## config.mk

```make
export PLATFORM = sky130hd
export DESIGN_NAME = uart_tx
export DESIGN_NICKNAME = d
export VERILOG_FILES = /design/src/rtl/uart_pkg.sv /design/src/rtl/uart_tx.sv
export SDC_FILE = /design/constraint.sdc
export NUM_CORES = 1
export LEC_CHECK = 0
export ABC_CLOCK_PERIOD_IN_PS = 3640
export BUFFER_PORTS_ARGS = -buffer_cell sky130_fd_sc_hd__buf_2
export CORE_MARGIN = 10
export CORE_UTILIZATION = 50
export DETAILED_ROUTE_END_ITERATION = 10
export GPL_TIMING_DRIVEN = 1
export PLACE_DENSITY_LB_ADDON = 0.15
export SLEW_MARGIN = 5
export SYNTH_ARGS = -nofsm -noshare
export SYNTH_HDL_FRONTEND = slang
export SYNTH_SLANG_ARGS = --single-unit
```

## constraint.sdc

```tcl
create_clock -name clk -period 3.64 [get_ports clk]
set_input_delay 0.728 -clock clk [delete_from_list [all_inputs] [get_ports clk]]
set_output_delay 0.728 -clock clk [all_outputs]
set_load 0.005 [all_outputs]
```

## src/rtl/uart_pkg.sv

```systemverilog
// uart_pkg: state encoding, oversampling factor and default frame
// parameters shared by the UART transmitter and receiver.
package uart_pkg;
    localparam int OS_TICKS    = 16;
    localparam int DEF_D_BIT   = 8;
    localparam int DEF_SB_TICK = 16;
    typedef enum logic [2:0] {
        IDLE   = 3'd0,
        START  = 3'd1,
        DATA   = 3'd2,
        PARITY = 3'd3,
        STOP   = 3'd4
    } state_t;
endpackage

```

## src/rtl/uart_tx.sv

```systemverilog
// uart_tx: UART transmitter, LSB first, 16x oversampled by an external s_tick.
// Define UART_TX_PARITY_EN to insert an even-parity bit between data and stop.
module uart_tx
    import uart_pkg::*;
#(
    parameter int D_BIT   = DEF_D_BIT,
    parameter int SB_TICK = DEF_SB_TICK
) (
    input  logic             clk,
    input  logic             reset,
    input  logic             s_tick,
    input  logic             tx_start,
    input  logic [D_BIT-1:0] din,
    output logic             tx,
    output logic             tx_busy,
    output logic             tx_done_tick
);
    localparam logic [4:0] LAST_OS  = 5'(OS_TICKS - 1);
    localparam logic [4:0] LAST_SB  = 5'(SB_TICK - 1);
    localparam logic [2:0] LAST_BIT = 3'(D_BIT - 1);

    state_t           r_state, w_state_n;
    logic [4:0]       r_s, w_s_n;
    logic [2:0]       r_n, w_n_n;
    logic [D_BIT-1:0] r_b, w_b_n;
    logic             r_tx, w_tx_n;
    logic             w_done;
`ifdef UART_TX_PARITY_EN
    logic             r_par, w_par_n;
`endif

    always_ff @(posedge clk) begin
        if (reset) begin
            r_state <= IDLE;
            r_s     <= '0;
            r_n     <= '0;
            r_b     <= '0;
            r_tx    <= 1'b1;
`ifdef UART_TX_PARITY_EN
            r_par   <= 1'b0;
`endif
        end else begin
            r_state <= w_state_n;
            r_s     <= w_s_n;
            r_n     <= w_n_n;
            r_b     <= w_b_n;
            r_tx    <= w_tx_n;
`ifdef UART_TX_PARITY_EN
            r_par   <= w_par_n;
`endif
        end
    end

    always_comb begin
        w_state_n = r_state;
        w_s_n     = r_s;
        w_n_n     = r_n;
        w_b_n     = r_b;
        w_done    = 1'b0;
`ifdef UART_TX_PARITY_EN
        w_par_n   = r_par;
`endif
        case (r_state)
            IDLE: if (tx_start) begin
                w_state_n = START;
                w_s_n     = '0;
                w_b_n     = din;
`ifdef UART_TX_PARITY_EN
                w_par_n   = ^din;
`endif
            end
            START: if (s_tick) begin
                if (r_s == LAST_OS) begin
                    w_state_n = DATA;
                    w_s_n     = '0;
                    w_n_n     = '0;
                end else w_s_n = r_s + 5'd1;
            end
            DATA: if (s_tick) begin
                if (r_s == LAST_OS) begin
                    w_s_n = '0;
                    w_b_n = r_b >> 1;
`ifdef UART_TX_PARITY_EN
                    if (r_n == LAST_BIT) w_state_n = PARITY;
`else
                    if (r_n == LAST_BIT) w_state_n = STOP;
`endif
                    else w_n_n = r_n + 3'd1;
                end else w_s_n = r_s + 5'd1;
            end
`ifdef UART_TX_PARITY_EN
            PARITY: if (s_tick) begin
                if (r_s == LAST_OS) begin
                    w_state_n = STOP;
                    w_s_n     = '0;
                end else w_s_n = r_s + 5'd1;
            end
`endif
            STOP: if (s_tick) begin
                if (r_s == LAST_SB) begin
                    w_state_n = IDLE;
                    w_done    = 1'b1;
                end else w_s_n = r_s + 5'd1;
            end
            default: begin
                w_state_n = IDLE;
                w_s_n     = '0;
                w_n_n     = '0;
            end
        endcase
        // tx is derived from the next state so it flips on the same edge as the state
`ifdef UART_TX_PARITY_EN
        w_tx_n = (w_state_n == START)  ? 1'b0 :
                 (w_state_n == DATA)   ? w_b_n[0] :
                 (w_state_n == PARITY) ? w_par_n : 1'b1;
`else
        w_tx_n = (w_state_n == START) ? 1'b0 :
                 (w_state_n == DATA)  ? w_b_n[0] : 1'b1;
`endif
    end

    assign tx           = r_tx;
    assign tx_busy      = (r_state != IDLE);
    assign tx_done_tick = w_done;
endmodule

```

# Word level (Yosys, flattened, before mapping)
# Index checks and enable logic that the tools add are counted.
[word_totals]
inputBits = 12
out_inout_bits = 3
reg_bits = 20
wordCells = 63
[classes]
n_mux = 30
n_reduce_logical = 8
add_sub_neg = 2
n_eq_ne = 16
bitwise = 1
[ops]
columns = ["cell", "count"]
rows = [
  ["3-bit 2-to-1 mux", 13],
  ["5-bit 2-to-1 mux", 5],
  ["8-bit 2-to-1 mux", 3],
  ["2-bit != test, second input constant", 8],
  ["8-bit case mux with 2 select lines", 1],
  ["5-bit case mux with 3 select lines", 1],
  ["3-bit case mux with 4 select lines", 1],
  ["3-bit case mux with 3 select lines", 1],
  ["4-bit AND reduction", 2],
  ["3-bit by 1-bit == test with 1-bit output, second input constant", 2],
  ["3-bit by 2-bit == test with 1-bit output, second input constant", 2],
  ["3-bit == test, second input constant", 2],
  ["6-bit AND reduction", 1],
  ["5-bit by 1-bit adder with 5-bit output, second input constant", 1],
  ["5-bit by 4-bit == test with 1-bit output, second input constant", 1],
  ["1-bit 2-to-1 mux", 5],
  ["2-bit OR reduction", 2],
  ["3-bit by 1-bit adder with 3-bit output, second input constant", 1],
  ["3-bit logical NOT", 1],
  ["3-bit nonzero test", 1],
  ["2-bit by 1-bit != test with 1-bit output, second input constant", 1],
  ["2-bit nonzero test", 1],
  ["1-bit inverter", 1],
]

# Logic depth before layout (Yosys ltp)
[depth]
depth_word = 8
mapped_depth = 8
ltp_nobuf = 8

# Least setup slack after synthesis
# Ideal clock, no wire load.
[synth_timing]
path_kind = "input to output"
startpoint = "input port s_tick"
endpoint = "output port tx_done_tick"
required_time_ns = 2.912
path_buffers = 1
arrival_ns = 1.258
path_stages = 3
setup_slack_ns = 1.654
path_cell_list = "clkbuf_1 -> nand2_1 -> nor3_1"
[synth_via]
elab_chain_cells = 2
[synth_rtl]
columns = ["element", "line_no", "source"]
rows = [
  ["from (decl)", "uart_tx.sv:11", "input logic s_tick,"],
  ["1-bit 2-to-1 mux", "uart_tx.sv:99", "STOP: if (s_tick) begin"],
  ["1-bit 2-to-1 mux", "uart_tx.sv:63", "case (r_state)"],
  ["to (decl)", "uart_tx.sv:16", "output logic tx_done_tick"],
]
# No other way between the ends.

# Final worst setup path
[layout_timing]
startpoint = "register r_s[0]"
endpoint = "output port tx_done_tick"
[layout_via]
elab_chain_cells = 4
[layout_rtl]
columns = ["element", "line_no", "source"]
rows = [
  ["from (decl)", "uart_tx.sv:23", "logic [4:0] r_s, w_s_n;"],
  ["from (signal assigned)", "uart_tx.sv:44", "r_s <= w_s_n;"],
  ["5-bit by 4-bit == test with 1-bit output", "uart_tx.sv:100", "if (r_s == LAST_SB) begin"],
  ["1-bit 2-to-1 mux", "uart_tx.sv:100", ""],
  ["1-bit 2-to-1 mux", "uart_tx.sv:99", ""],
  ["1-bit 2-to-1 mux", "uart_tx.sv:63", ""],
]
# No other way between the ends.

==> qor.log <==
qor: synth.cell_taking_the_most_area_after_synthesis sky130_fd_sc_hd__dfxtp_1
qor: clock_network.clkLatencyLatePin 0.29 ns
qor: synth.synthXorXnorAreaFrac 0.763%
qor: global_routing.grt_pass1_vias 1055
qor: finish.layout.area.seq 400 µm²
qor: synth.synth_top_area_share 34.9%
qor: critical_path.cp-end-kind output pin
qor: critical_path.crit_path_end tx_done_tick
qor: power_and_ir_drop.power_density_over_the_cells 314 nW/µm²
qor: detailed_routing.drt-total-wl 2590 µm
qor: clock_network.ctsLongestPathBuffers 2
qor: timing.grt_setup_unrepaired no
qor: status.result_of_the_run completed
qor: critical_path.worstPathMaxFanout 7
qor: timing.clock_skew 0.00307 ns
qor: critical_path.timing.reg2reg.worst_path_depth 4
qor: synth.post_synth_inst_count 139
qor: clock_network.cts-resized-gates 0
qor: timing.report.final.setup_viol 0
qor: detailed_routing.route.detailed.drc 0
qor: timing.setup_tns 0 ns
qor: clock_network.h-tree-depth 1
qor: place.place_congestion 0.778
qor: finish.area_of_combinational_cells_with_multiple_inputs 684 µm²
qor: floorplan.initial_core_util 52.4%
qor: finish.final-instance-count-excl-fill 175
qor: detailed_routing.via_density 6.09
qor: timing.finalMaxSlewViolations 0
qor: floorplan.die_h 67.9 µm
qor: synth.ys_types 42
qor: detailed_routing.antenna_violating_nets_post_route 0
qor: timing.post-route-period-util 71.6%
qor: synth.synth_area_per_cell 8.25 µm²
qor: clock_network.cts_root_buf sky130_fd_sc_hd__clkbuf_4
qor: synth.ys_warn_count 0
qor: synth.synth.area.mux_share 0%
qor: power_and_ir_drop.comb_power_share 13.1%
qor: synth.synth_simple_gate_area_share 25.5%
qor: run.max-cap-violations 0
qor: synth.synth-main-ff-cell sky130_fd_sc_hd__dfxtp_1
qor: clock_network.cts_post_setup_buffers_inserted 0
qor: clock_network.cts_num_sinks 20
qor: detailed_routing.detail_route.iter0.violations 107
qor: timing.layout_setup_ws 1.03 ns
qor: floorplan.io_pins 15
qor: timing.timing.fmax 384 MHz
qor: place.placement.io_buffers 14
qor: critical_path.worst-endpoint-arrival 1.88 ns
qor: timing.relative_max_transition_margin 24.8%
qor: power_and_ir_drop.p_sw 0.0985 mW
qor: synth.yosys-top-cells-area sky130_fd_sc_hd__dfxtp_1 35%, sky130_fd_sc_hd__a21oi_1 6.5%, sky130_fd_sc_hd__ha_1 6.5%
qor: finish.layout.nets 167
qor: timing.worst-slew-pin-transition 1.13 ns
qor: synth.postSynth.asyncResetShare 0%
qor: global_routing.largest_net_degree_at_the_start_of_global_routing 21
qor: synth.synth_top_family_by_area compound AO/OA/AOI/OAI gates
qor: power_and_ir_drop.clock_power_share 25.8%
qor: detailed_routing.post_drt_wl_per_cell 14.8 µm
qor: power_and_ir_drop.ir_drop 0.239 mV
qor: floorplan.core_area 2190 µm²
qor: finish.post_route_cells_drive_above_1_share 14.3%
qor: place.post-place-cells 172
qor: power_and_ir_drop.cell_internal_pwr 0.288 mW
qor: global_routing.first_pass_grt_wire_length 4440 µm
qor: critical_path.timing.critical_path.from_type flop
qor: floorplan.die_w 67.9 µm
qor: floorplan.number_of_standard_cell_rows_in_the_floorplan 17
qor: global_routing.groute.usage.overall 12.1%
qor: critical_path.critPathRequiredTime 2.91 ns
qor: critical_path.worstSetupPathType reg2out
qor: min_path.timing.hold.worst.class reg2reg
qor: critical_path.worst_r2r_endpoint r_b[1]$_SDFFE_PP0P_
qor: finish.fill_cells 221
qor: synth.synth_enable_flop_cells 0
qor: clock_network.cts_tree done
qor: finish.final_common_cell sky130_fd_sc_hd__dfxtp_1
qor: global_routing.antenna_found_initial 0
qor: synth.synth_adder_area_share 6.54%
qor: critical_path.critPathLaunch r_s[0]$_SDFFE_PP0P_
qor: critical_path.worst-r2r-setup-slack 1.46 ns
qor: synth.ys_ff_latch 20
qor: finish.insertedDiodeCount 0
qor: timing.timing.final.hold_violations 0
qor: place.dp_worst_setup_slack 1.28 ns
qor: timing.final_period_minus_worst_setup_slack 2.61 ns
qor: power_and_ir_drop.power.leakage 0.469 nW
qor: clock_network.clk_transition_reported_paths 0.10 ns
qor: global_routing.grt.overflow.total 0
qor: synth.synth_nets 157
qor: synth.compound_gate_portion_of_the_synthesized_area 26.8%
qor: critical_path.rr_startpoint r_state[1]$_SDFF_PP0_
qor: finish.area_delta_synth_final 7.31%
qor: synth.sequential_fraction_of_the_synthesis_area 34.9%
qor: clock_network.number_of_buffers_created_by_cts 3
qor: detailed_routing.detailedRoute.firstPassIterationCount 4
qor: synth.combined_area_of_all_synthesized_cells 1150 µm²
qor: power_and_ir_drop.power.sequential.fraction 61.1%
qor: floorplan.fp.dieArea 4610 µm²
qor: detailed_routing.num_vias 1065
qor: power_and_ir_drop.netSwitchingFraction 25.5%
qor: clock_network.ctsHoldBuffers 0
qor: finish.commonest_non_fill_non_tap_cells_in_the_layout 20 x sky130_fd_sc_hd__dfxtp_1, 15 x sky130_fd_sc_hd__a21oi_1, 14 x sky130_fd_sc_hd__buf_2, 11 x sky130_fd_sc_hd__nand2_1, 9 x sky130_fd_sc_hd__nor2_1
qor: place.sum_of_net_half_perimeters_after_detailed_placement 1900 µm
## area by class of cell
type | count | share of cell area, %
Clock buffer | 3 | 1.83
Inverter | 5 | 1.52
Multi-Input combinational cell | 105 | 55.6
Sequential cell | 20 | 32.5
Tap cell | 28 | 2.85
Timing Repair Buffer | 14 | 5.69
## power groups by stage
stage / Sequential, mW / Combinational [mW] / Clock [mW]
global placement: 0.240 / 0.0494 / 0
global route: 0.238 / 0.0571 / 0.118
CTS: 0.236 / 0.0508 / 0.105
floorplan: 0.236 / 0.0403 / 0
finish: 0.236 / 0.0507 / 0.0998
detailed placement: 0.241 / 0.0504 / 0
## worst min path at each step
stage                              from                   to  cells after the start
finish              r_b[4]$_SDFFE_PP0P_  r_b[4]$_SDFFE_PP0P_                      2
global route        r_b[6]$_SDFFE_PP0P_  r_b[6]$_SDFFE_PP0P_                      2
CTS                 r_b[4]$_SDFFE_PP0P_  r_b[4]$_SDFFE_PP0P_                      2
detailed placement  r_b[4]$_SDFFE_PP0P_  r_b[4]$_SDFFE_PP0P_                      2
global placement    r_b[1]$_SDFFE_PP0P_  r_b[1]$_SDFFE_PP0P_                      2
floorplan           r_b[1]$_SDFFE_PP0P_  r_b[1]$_SDFFE_PP0P_                      2
## cell families after synthesis
family                   after synthesis
adder cells (fa/ha/maj)                6
flip-flops                            20
AO/OA/AOI/OAI                         47
AND/OR/NAND/NOR                       51
buffers and inverters                 14
XOR/XNOR                               1
## cell usage after synthesis (2+ instances only)
master,count
sky130_fd_sc_hd__a21oi_1,15
sky130_fd_sc_hd__a22oi_1,8
sky130_fd_sc_hd__a31oi_1,3
sky130_fd_sc_hd__and3_1,3
sky130_fd_sc_hd__buf_2,5
sky130_fd_sc_hd__clkbuf_1,3
sky130_fd_sc_hd__dfxtp_1,20
sky130_fd_sc_hd__ha_1,6
sky130_fd_sc_hd__inv_1,5
sky130_fd_sc_hd__nand2_1,11
sky130_fd_sc_hd__nand2b_1,4
sky130_fd_sc_hd__nand3_1,4
sky130_fd_sc_hd__nand4_1,5
sky130_fd_sc_hd__nand4b_1,2
sky130_fd_sc_hd__nor2_1,9
sky130_fd_sc_hd__nor2b_1,2
sky130_fd_sc_hd__nor3_1,2
sky130_fd_sc_hd__o21ai_0,8
## layer usage
metal	vias up	GRT usage (%)	routed length, µm	share of wire (%)
met1	504	13.7	1150	44
met2	21	21.6	1300	50
met4	0	4.52	24	0.93
li1	536	-	-	-
met5	-	0	0	0
met3	4	2.61	127	4.9
## through the flow
stage | util [%] | instance area, µm² | total power, mW | hold WS (ns)
floorplan | - | 1150 | 0.276 | 0.432
global placement | 55.2 | 1210 | 0.290 | 0.445
detailed placement | 55.2 | 1210 | 0.292 | 0.454
CTS | 56.2 | 1230 | 0.392 | 0.470
global route | 56.2 | 1230 | 0.413 | 0.489
finish | 56.2 | 1230 | 0.387 | 0.468
## sequential cells by signal, indices dropped and copies added (netlist names)
signal,cells
r_s,5
r_b,8
tx,1
r_n,3
r_state,3
## critical path: stages, from the launching register on
cell	delay [ns]
sky130_fd_sc_hd__dfxtp_1	0.38
sky130_fd_sc_hd__ha_1	0.19
sky130_fd_sc_hd__and3_1	0.23
sky130_fd_sc_hd__ha_1	0.30
sky130_fd_sc_hd__nand2_1	0.11
sky130_fd_sc_hd__nor3_1	0.22
sky130_fd_sc_hd__buf_2	0.16
Power figures use the tool's default switching activity.
